File: src/rtl/mau_pkg.sv
// mau_pkg: shared definitions for the MEM-stage load/store unit.
//   - access size encodings (SZ_*)
//   - memory write-type constant (SS_WORD: full-word writes only)
//   - FSM state encoding (S_ERR exists only when MAU_MISALIGN_TRAP_EN is defined)
//   - helpers: effective byte offset within a word, misalignment detection
// Configuration macro: MAU_MISALIGN_TRAP_EN
package mau_pkg;

    localparam logic [1:0] SZ_BYTE = 2'b00;
    localparam logic [1:0] SZ_HALF = 2'b01;
    localparam logic [1:0] SZ_WORD = 2'b10;

    localparam logic [1:0] SS_WORD = 2'b00;

    typedef enum logic [2:0] {
        S_IDLE   = 3'd0,
        S_RD     = 3'd1,
        S_RMW_RD = 3'd2,
        S_WR     = 3'd3,
`ifdef MAU_MISALIGN_TRAP_EN
        S_ERR    = 3'd5,
`endif
        S_DONE   = 3'd4
    } state_t;

    // Byte offset actually used inside the word. Halves snap to addr[1],
    // words (and the 2'b11 size alias) always start at lane 0.
    function automatic logic [1:0] eff_offset(input logic [1:0] sz, input logic [1:0] lo);
        logic [1:0] off;
        case (sz)
            SZ_BYTE: off = lo;
            SZ_HALF: off = {lo[1], 1'b0};
            default: off = 2'b00;
        endcase
        return off;
    endfunction

    function automatic logic is_misaligned(input logic [1:0] sz, input logic [1:0] lo);
        logic mis;
        case (sz)
            SZ_BYTE: mis = 1'b0;
            SZ_HALF: mis = lo[0];
            default: mis = (lo != 2'b00);
        endcase
        return mis;
    endfunction

endpackage

File: src/rtl/mau_align.sv
// mau_align: combinational lane steering for the load/store unit.
//   mem_word   in  32  word read from data memory
//   offset     in  2   effective byte offset (already aligned for the size)
//   size       in  2   SZ_BYTE / SZ_HALF / word (2'b11 behaves as word)
//   sign_ext   in  1   load extension: 1 sign, 0 zero
//   wdata      in  32  store data, sub-words taken from the low bits
//   load_data  out 32  extracted and extended load result
//   store_data out 32  mem_word with the store sub-word merged in
module mau_align
    import mau_pkg::*;
(
    input  logic [31:0] mem_word,
    input  logic [1:0]  offset,
    input  logic [1:0]  size,
    input  logic        sign_ext,
    input  logic [31:0] wdata,
    output logic [31:0] load_data,
    output logic [31:0] store_data
);

    logic [7:0]  byte_sel;
    logic [15:0] half_sel;

    always_comb begin
        case (offset)
            2'd0:    byte_sel = mem_word[7:0];
            2'd1:    byte_sel = mem_word[15:8];
            2'd2:    byte_sel = mem_word[23:16];
            default: byte_sel = mem_word[31:24];
        endcase
        half_sel = offset[1] ? mem_word[31:16] : mem_word[15:0];
    end

    always_comb begin
        case (size)
            SZ_BYTE: load_data = {{24{sign_ext & byte_sel[7]}}, byte_sel};
            SZ_HALF: load_data = {{16{sign_ext & half_sel[15]}}, half_sel};
            default: load_data = mem_word;
        endcase
    end

    always_comb begin
        store_data = mem_word;
        case (size)
            SZ_BYTE: begin
                case (offset)
                    2'd0:    store_data[7:0]   = wdata[7:0];
                    2'd1:    store_data[15:8]  = wdata[7:0];
                    2'd2:    store_data[23:16] = wdata[7:0];
                    default: store_data[31:24] = wdata[7:0];
                endcase
            end
            SZ_HALF: begin
                if (offset[1]) store_data[31:16] = wdata[15:0];
                else           store_data[15:0]  = wdata[15:0];
            end
            default: store_data = wdata;
        endcase
    end

endmodule

File: src/rtl/mem_access_unit.sv
// mem_access_unit: MEM-stage load/store unit in front of a word-addressed
// data memory. Sub-word stores are read-modify-write so memory only sees
// full-word writes; sub-word loads are extracted/extended here.
// Configuration macro: MAU_MISALIGN_TRAP_EN (defined: misaligned accesses
// complete with err=1 through S_ERR; undefined: they are force-aligned).
// Ports:
//   clk, rst_n                  clock, asynchronous active-low reset
//   req, we, size, sign_ext     request handshake and attributes
//   addr, wdata                 byte address, store data
//   ready, done, err, rdata     acceptance, completion pulse, misalign flag, load result
//   dm_r, dm_w, dm_addr         memory read/write enables, word address
//   dm_wdata, dm_rdata          memory write data, combinational read data
//   special_store_signal        memory write type (always full word)
module mem_access_unit
    import mau_pkg::*;
#(
    parameter int ADDR_W = 11,
    parameter int DATA_W = 32
) (
    input  logic              clk,
    input  logic              rst_n,
    input  logic              req,
    input  logic              we,
    input  logic [1:0]        size,
    input  logic              sign_ext,
    input  logic [31:0]       addr,
    input  logic [DATA_W-1:0] wdata,
    output logic              ready,
    output logic              done,
    output logic              err,
    output logic [DATA_W-1:0] rdata,
    output logic              dm_r,
    output logic              dm_w,
    output logic [1:0]        special_store_signal,
    output logic [ADDR_W-1:0] dm_addr,
    output logic [DATA_W-1:0] dm_wdata,
    input  logic [DATA_W-1:0] dm_rdata
);

    state_t            state, state_next;
    logic [1:0]        lat_size;
    logic [1:0]        lat_off;
    logic              lat_sign;
    logic [DATA_W-1:0] lat_wdata;
    logic [DATA_W-1:0] load_ext;
    logic [DATA_W-1:0] store_merged;

    // Address bits above the memory window wrap and are deliberately dropped.
    logic addr_hi_unused;
    assign addr_hi_unused = ^addr[31:ADDR_W+2];

    assign special_store_signal = SS_WORD;

    always_ff @(posedge clk or negedge rst_n) begin
        if (!rst_n) state <= S_IDLE;
        else        state <= state_next;
    end

    // Outputs decode from the state register only, so dm_w falls as soon as
    // reset clears the state, before any further clock edge.
    always_comb begin
        state_next = state;
        ready      = 1'b0;
        done       = 1'b0;
        dm_r       = 1'b0;
        dm_w       = 1'b0;
        case (state)
            S_IDLE: begin
                ready = 1'b1;
                if (req) begin
`ifdef MAU_MISALIGN_TRAP_EN
                    if (is_misaligned(size, addr[1:0]))
                        state_next = S_ERR;
                    else
`endif
                    if (!we)
                        state_next = S_RD;
                    else if (size == SZ_BYTE || size == SZ_HALF)
                        state_next = S_RMW_RD;
                    else
                        state_next = S_WR;
                end
            end
            S_RD: begin
                dm_r       = 1'b1;
                state_next = S_DONE;
            end
            S_RMW_RD: begin
                dm_r       = 1'b1;
                state_next = S_WR;
            end
            S_WR: begin
                dm_w       = 1'b1;
                state_next = S_DONE;
            end
            S_DONE: begin
                done       = 1'b1;
                state_next = S_IDLE;
            end
`ifdef MAU_MISALIGN_TRAP_EN
            S_ERR: begin
                done       = 1'b1;
                state_next = S_IDLE;
            end
`endif
            default: state_next = S_IDLE;
        endcase
    end

`ifdef MAU_MISALIGN_TRAP_EN
    assign err = (state == S_ERR);
`else
    assign err = 1'b0;
`endif

    mau_align u_align (
        .mem_word   (dm_rdata),
        .offset     (lat_off),
        .size       (lat_size),
        .sign_ext   (lat_sign),
        .wdata      (lat_wdata),
        .load_data  (load_ext),
        .store_data (store_merged)
    );

    // Request latch: dm_addr is captured once here and held for the whole
    // transaction. Word stores get their write data now; sub-word stores
    // overwrite it with the merged word during S_RMW_RD.
    always_ff @(posedge clk or negedge rst_n) begin
        if (!rst_n) begin
            lat_size  <= SZ_BYTE;
            lat_off   <= 2'b00;
            lat_sign  <= 1'b0;
            lat_wdata <= '0;
            dm_addr   <= '0;
            dm_wdata  <= '0;
            rdata     <= '0;
        end else begin
            if (req && ready) begin
                lat_size  <= size;
                lat_off   <= eff_offset(size, addr[1:0]);
                lat_sign  <= sign_ext;
                lat_wdata <= wdata;
                dm_addr   <= addr[ADDR_W+1:2];
                if (we) dm_wdata <= wdata;
            end
            if (state == S_RD)     rdata    <= load_ext;
            if (state == S_RMW_RD) dm_wdata <= store_merged;
        end
    end

endmodule

File: config.mk
export PLATFORM = sky130hd
export DESIGN_NAME = mem_access_unit
export DESIGN_NICKNAME = d
export VERILOG_FILES = /design/src/rtl/mau_pkg.sv /design/src/rtl/mau_align.sv /design/src/rtl/mem_access_unit.sv
export SDC_FILE = /design/constraint.sdc
export NUM_CORES = 1
export LEC_CHECK = 0
export ABC_AREA = 1
export BUFFER_PORTS_ARGS = -buffer_cell sky130_fd_sc_hd__buf_4
export CORE_ASPECT_RATIO = 0.8
export CORE_UTILIZATION = 35
export CTS_BUF_LIST = sky130_fd_sc_hd__clkbuf_4
export DETAILED_ROUTE_END_ITERATION = 7
export HOLD_SLACK_MARGIN = 0.05
export MAX_ROUTING_LAYER = met4
export PLACE_DENSITY_LB_ADDON = 0.08
export SYNTH_ARGS = -nofsm -noshare
export SYNTH_HDL_FRONTEND = slang
export SYNTH_SLANG_ARGS = --single-unit
File: constraint.sdc
create_clock -name clk -period 1.8 [get_ports clk]
set_clock_uncertainty 0.1 [all_clocks]
set_input_delay 0.18 -clock clk [delete_from_list [all_inputs] [get_ports clk]]
set_output_delay 0.18 -clock clk [all_outputs]
set_load 0.02 [all_outputs]
---- Word level (Yosys, flattened, before mapping) ----
Cells that the tools add are included.
storage, ports and cells
  bits in writable memories ............... 0
  ROM bits ................................ 0
  bits in registers ....................... 115
  memories ................................ 0
  bits in latches ......................... 0
  output and inout bits ................... 82
cells by class
  div/mod/pow operators ................... 0
  multipliers ............................. 0
  bitwise gates (word level) .............. 2
  reduce and logical (&&, ||, !) cells .... 12
  muxes and demuxes ....................... 22
  magnitude comparators ................... 0
  eq/ne operators ......................... 9
  add/subtract/negate cells ............... 0
  shift-type cells ........................ 0
operators with widths
  kind                                                              number
  32-bit case mux with 2 select lines                               2
  32-bit two-way mux                                                3
  16-bit two-way mux                                                3
  8-bit two-way mux                                                 4
  8-bit case mux with 3 select lines                                1
  3-bit case mux with 3 select lines                                1
  2-bit by 1-bit == test with 1-bit output (second input constant)  3
  3-bit by 2-bit == test with 1-bit output (second input constant)  2
  2-bit zero test                                                   3
  1-bit two-way mux                                                 5
  2-bit case mux with 2 select lines                                1
  2-bit nonzero test                                                2
  2-bit OR reduction                                                2
  3-bit by 1-bit == test with 1-bit output (second input constant)  1
  3-bit == test (second input constant)                             1
  3-bit zero test                                                   1
  3-bit two-way mux                                                 1
  3-bit OR reduction                                                1
  1-bit AND                                                         2
  2-bit == test (second input constant)                             1
  2-bit two-way mux                                                 1
  2-bit != test (second input constant)                             1
  2-bit AND reduction                                               1
  1-bit logical AND                                                 1
  1-bit logical OR                                                  1

---- Longest topological paths before layout ----
  depth after elaboration ................. 6
  gate-level depth with buffers ........... 10
  depth with buffers taken out ............ 9

---- Hierarchy ----
A second synthesis with hierarchy kept.
second synthesis, totals
  cell total of the unflattened synthesis .. 964
  area total of the unflattened synthesis .. 6846.6 um2
modules (own cells, without submodules)
  module           cells an instance  area each (um2)  sequential area each (um2)  instances
  mem_access_unit  607                5014.8           2877.8                      1
  mau_align        357                1831.8           0.0                         1

---- Worst setup path after synthesis ----
No wires, ideal clock.
  kind .................................... register to register
  start ................................... register state[2]
  end ..................................... register dm_addr[0]
  slack ................................... 285 ps
  required time ........................... 1634 ps
  arrival time ............................ 1349 ps
  stages on the path, launching flop included .. 10
  period minus slack after synthesis ...... 1515 ps
  cell sequence ........................... dfrtp_1 -> nor2_2 -> nand2_1 -> inv_2 -> nand2_4 -> inv_2 -> buf_4 -> buf_6 -> nand2_1 -> nand2_1
on the way
  longest elaborated chain between the ends .. 3
ends and longest elaborated chain
  item                      RTL line                text
  start: declaration        mem_access_unit.sv:40   state_t state, state_next;
  start signal: assignment  mem_access_unit.sv:56   else state <= state_next;
  3-bit zero test           mem_access_unit.sv:67   case (state)
  1-bit two-way mux         mem_access_unit.sv:67
  net ready                 mem_access_unit.sv:28   output logic ready,
  1-bit logical AND         mem_access_unit.sv:139  if (req && ready) begin
  end signal: assignment    mem_access_unit.sv:144  dm_addr <= addr[ADDR_W+1:2];
  end: declaration          mem_access_unit.sv:35   output logic [ADDR_W-1:0] dm_addr,
The timed path passes the listed nets, and every way through them passes these cells.
A chain may end at the register's enable or synchronous reset.

---- Worst setup path after layout ----
  start ................................... register state[0]
  end ..................................... output dm_r
on the way
  longest elaborated chain between the ends .. 3
  elaborated cells on any way between the ends .. 4
  those cells by class .................... 2 x eq/ne; 1 x mux; 1 x reduce/logical
ends and longest elaborated chain
  item                                                                                                  RTL line               text
  3-bit by 1-bit == test with 1-bit output or 3-bit by 2-bit == test with 1-bit output (tied branches)  mem_access_unit.sv:67
  2-bit OR reduction (no source line) (*)                                                               --
  1-bit two-way mux (*)                                                                                 mem_access_unit.sv:67
  end: declaration                                                                                      mem_access_unit.sv:32  output logic dm_r,
Mark *: on every way between the ends. The rest lies on a longest branch, timed or not.

==> qor.yml <==
final_area_um2: 9450
final_cell_mix: "nand2_1 (324), buf_4 (192), dfrtp_1 (115)"
synth_area_leaders: "dfrtp_1 (43%), nand2_1 (19%), nand3_1 (7.5%)"
rsz0062_at_grt: "true"
drive_gt1_share_pct: 23.1
postRouteAntennaNets: 0
firstDrtPassIters: 5
crit_fanout: 12
slew_viol_final: 0
min_period_over_period_pct: 103
end_kind: "output pin"
syn_area_um2: 6630
cts.sinks: 115
ios: 185
met3_usage_pct: 5.48
grt-ovfl-total: 0
htreeDepth: 4
worst_pin_slew_ns: 0.641
synth.top_cell.area_share_pct: 43.4
die_y_um: 125
vdd_ir_drop_max_uv: 623
route.vias.total: 7159
dp_hpwl_mm: 16.4
switching_share_pct: 47.7
ys_seq_elements: 115
clk_latency_ns: 0.54
clkPwrFrac_pct: 11.4
remaining_drc_errors: 0
power.leakage_nw: 4.80
power.total_mw: 16.4
num_rows: 44
clockBufferDepth: 2
cp_data_required_time_ns: 1.52
grt_pass1_vias: 6674
placement.io_buffers: 162
core_um2: 18300
cp_slowest_stage_delay_ns: 0.43
hold_viol: 0
finalCriticalPeriod_ns: 1.86
placed_area_um2: 8200
use_met1_pct: 36.9
worstSetupPathType: "flop to output pin"
wl_per_cell_um: 16.3
grt.busiest_layer: "met1"
start_util_pct: 36.2
yosys_warnings: 0
max_slew_margin_pct: 57.3
routed_via_density: 4.90
worstPathArrival_ns: 1.58
synthCells: 944
holdWs_ns: 0.101
gpl.final_weighted_congestion: 0.914
avgSynthCellArea_um2: 7.03
intPower_mw: 8.57
grt_max_degree: 115
ys_seq_area_share_pct: 43.4
startpoint_type: "flop"
power_frac_comb_pct: 59.8
worst_slack_ns: -0.0557
cellPowerDensity_nw_per_um2: 1730
status: "complete, but fails checks"
met2_usage_pct: 36.6
grt_pass1_wl_mm: 37.0
maxCapViolCount: 0
cts_buffers: 17
yosysTopAreaCell: "dfrtp_1"
ys_types: 28
first_iter_violations: 550
crit_top_cell: "buf_6"
syn_to_final_growth_pct: 42.5
antenna_found_initial: 1
fp.dieArea_um2: 19500
crit_slowest_cell: "dfrtp_1"
hold_class: "input port to flop"
grt_usage_pct: 25.5
power_switching_mw: 7.81
nets: 1299
power_frac_seq_pct: 28.7
crit_chain: "nor2_4 -> nand2_2 -> buf_6 -> nand2_4 -> buf_6"
drt-total-wl_mm: 23.9
violations: "negative setup slack"
setup_viol: 2
cts_tree: "built"
cts_root_buf: "clkbuf_4"
path_clk_slew_ns: 0.11
mostFrequentLayoutCell: "nand2_1"
die_width_um: 156
max_freq_mhz: 539
==> layer usage <==
layer	vias up	routed length [µm]	part of all wire (%)
met5	-	0	0
li1	3546	-	-
met1	3364	11700	49
met3	19	1410	5.9
met2	230	10600	44
met4	0	165	0.69
==> synthesized netlist by cell type <==
library cell / n
nand3_1: 100
nand2_2: 1
o21a_1: 1
dfrtp_1: 115
a21boi_1: 8
inv_2: 7
or2_2: 24
nor2_1: 48
conb_1: 1
nor2_2: 3
a2bb2oi_1: 1
o211ai_1: 34
buf_2: 29
a311oi_1: 1
nor3_2: 1
o21ai_0: 52
nand2_4: 1
a21oi_1: 57
nor3_1: 1
nor2_4: 3
inv_1: 80
nand4_1: 2
buf_4: 7
o21ai_1: 17
clkbuf_1: 21
nand3_2: 1
buf_6: 1
nand2_1: 327
==> critical path: cells and delay by family (launching register included) <==
kind / cells / cell delay, ns
simple gates: 3 / 0.33
flops: 1 / 0.43
buf+inv: 2 / 0.28
==> state kept, by name, indices dropped and copies added, names as in the netlist <==
register and count:
lat_sign 1, lat_wdata 32, rdata 32, dm_addr 11, lat_size 2, dm_wdata 32
lat_off 2, state 3
==> logic make-up after synthesis <==
kind of cell	after synthesis	share of synthesized area (%)
AND/OR/NAND/NOR	512	32.7
AO/OA/AOI/OAI	171	14.6
buffers and inverters	145	9.26
flip-flops	115	43.4
other	1	0.0565
==> through the flow <==
stage | utilization [%] | setup WS, ns | std cells | TNS, ns
CTS | 51.4 | -0.0897 | 1459 | -0.117
detailed placement | 44.7 | 0.0306 | 1338 | 0
global placement | 44.7 | 0.0429 | 1338 | 0
floorplan | - | 0.285 | 946 | 0
global route | 51.5 | -0.163 | 1462 | -0.688
finish | 51.5 | -0.0557 | 1462 | -0.0838
==> power groups by stage <==
stage | Combinational, mW | Sequential, mW | Clock (mW)
after floorplan | 4.99 | 5.53 | 0
after global placement | 9.15 | 4.74 | 0
after detailed placement | 9.21 | 4.72 | 0
after CTS | 9.71 | 4.70 | 1.91
after global routing | 10.8 | 4.86 | 2.04
final | 9.80 | 4.71 | 1.87
==> repair_timing <==
action                                  4_1_cts  5_1_grt
gates cloned                                  1        1
pin swaps                                     4        1
hold buffers                                 85        0
setup buffers                                 4        1
endpoints found under the setup margin        2       37
endpoints found under the hold margin       225        0
gates resized for setup                      12        7
==> area by class of cell <==
| type | count | area, µm² |
|---|---|---|
| diodes | 1 | 2.50 |
| clock buffers | 19 | 143 |
| clock inverters | 12 | 116 |
| fillers | 1868 | 8880 |
| inverters | 87 | 327 |
| multi-input cells | 687 | 3190 |
| flip-flops and latches | 115 | 2880 |
| well taps | 253 | 317 |
| repair buffers | 288 | 2480 |
==> path summary, 6_finish.rpt <==
kind                                             endpoint                  from  cells after the start  slack [ns]
worst max-delay path                                 dm_r  state[0]$_DFFE_PN0P_                      5       -0.06
worst min-delay path             dm_wdata[10]$_DFFE_PN0P_          dm_rdata[10]                      7        0.10
worst max register to register       rdata[9]$_DFFE_PN0P_  state[2]$_DFFE_PN0P_                      7       -0.03
worst min register to register       rdata[3]$_DFFE_PN0P_  rdata[3]$_DFFE_PN0P_                      2        0.39
max in group asynchronous       lat_wdata[18]$_DFFE_PN0P_                 rst_n                      3        0.94
min in group asynchronous         dm_wdata[1]$_DFFE_PN0P_                 rst_n                      3        0.18
Power figures use the tool's default switching activity.
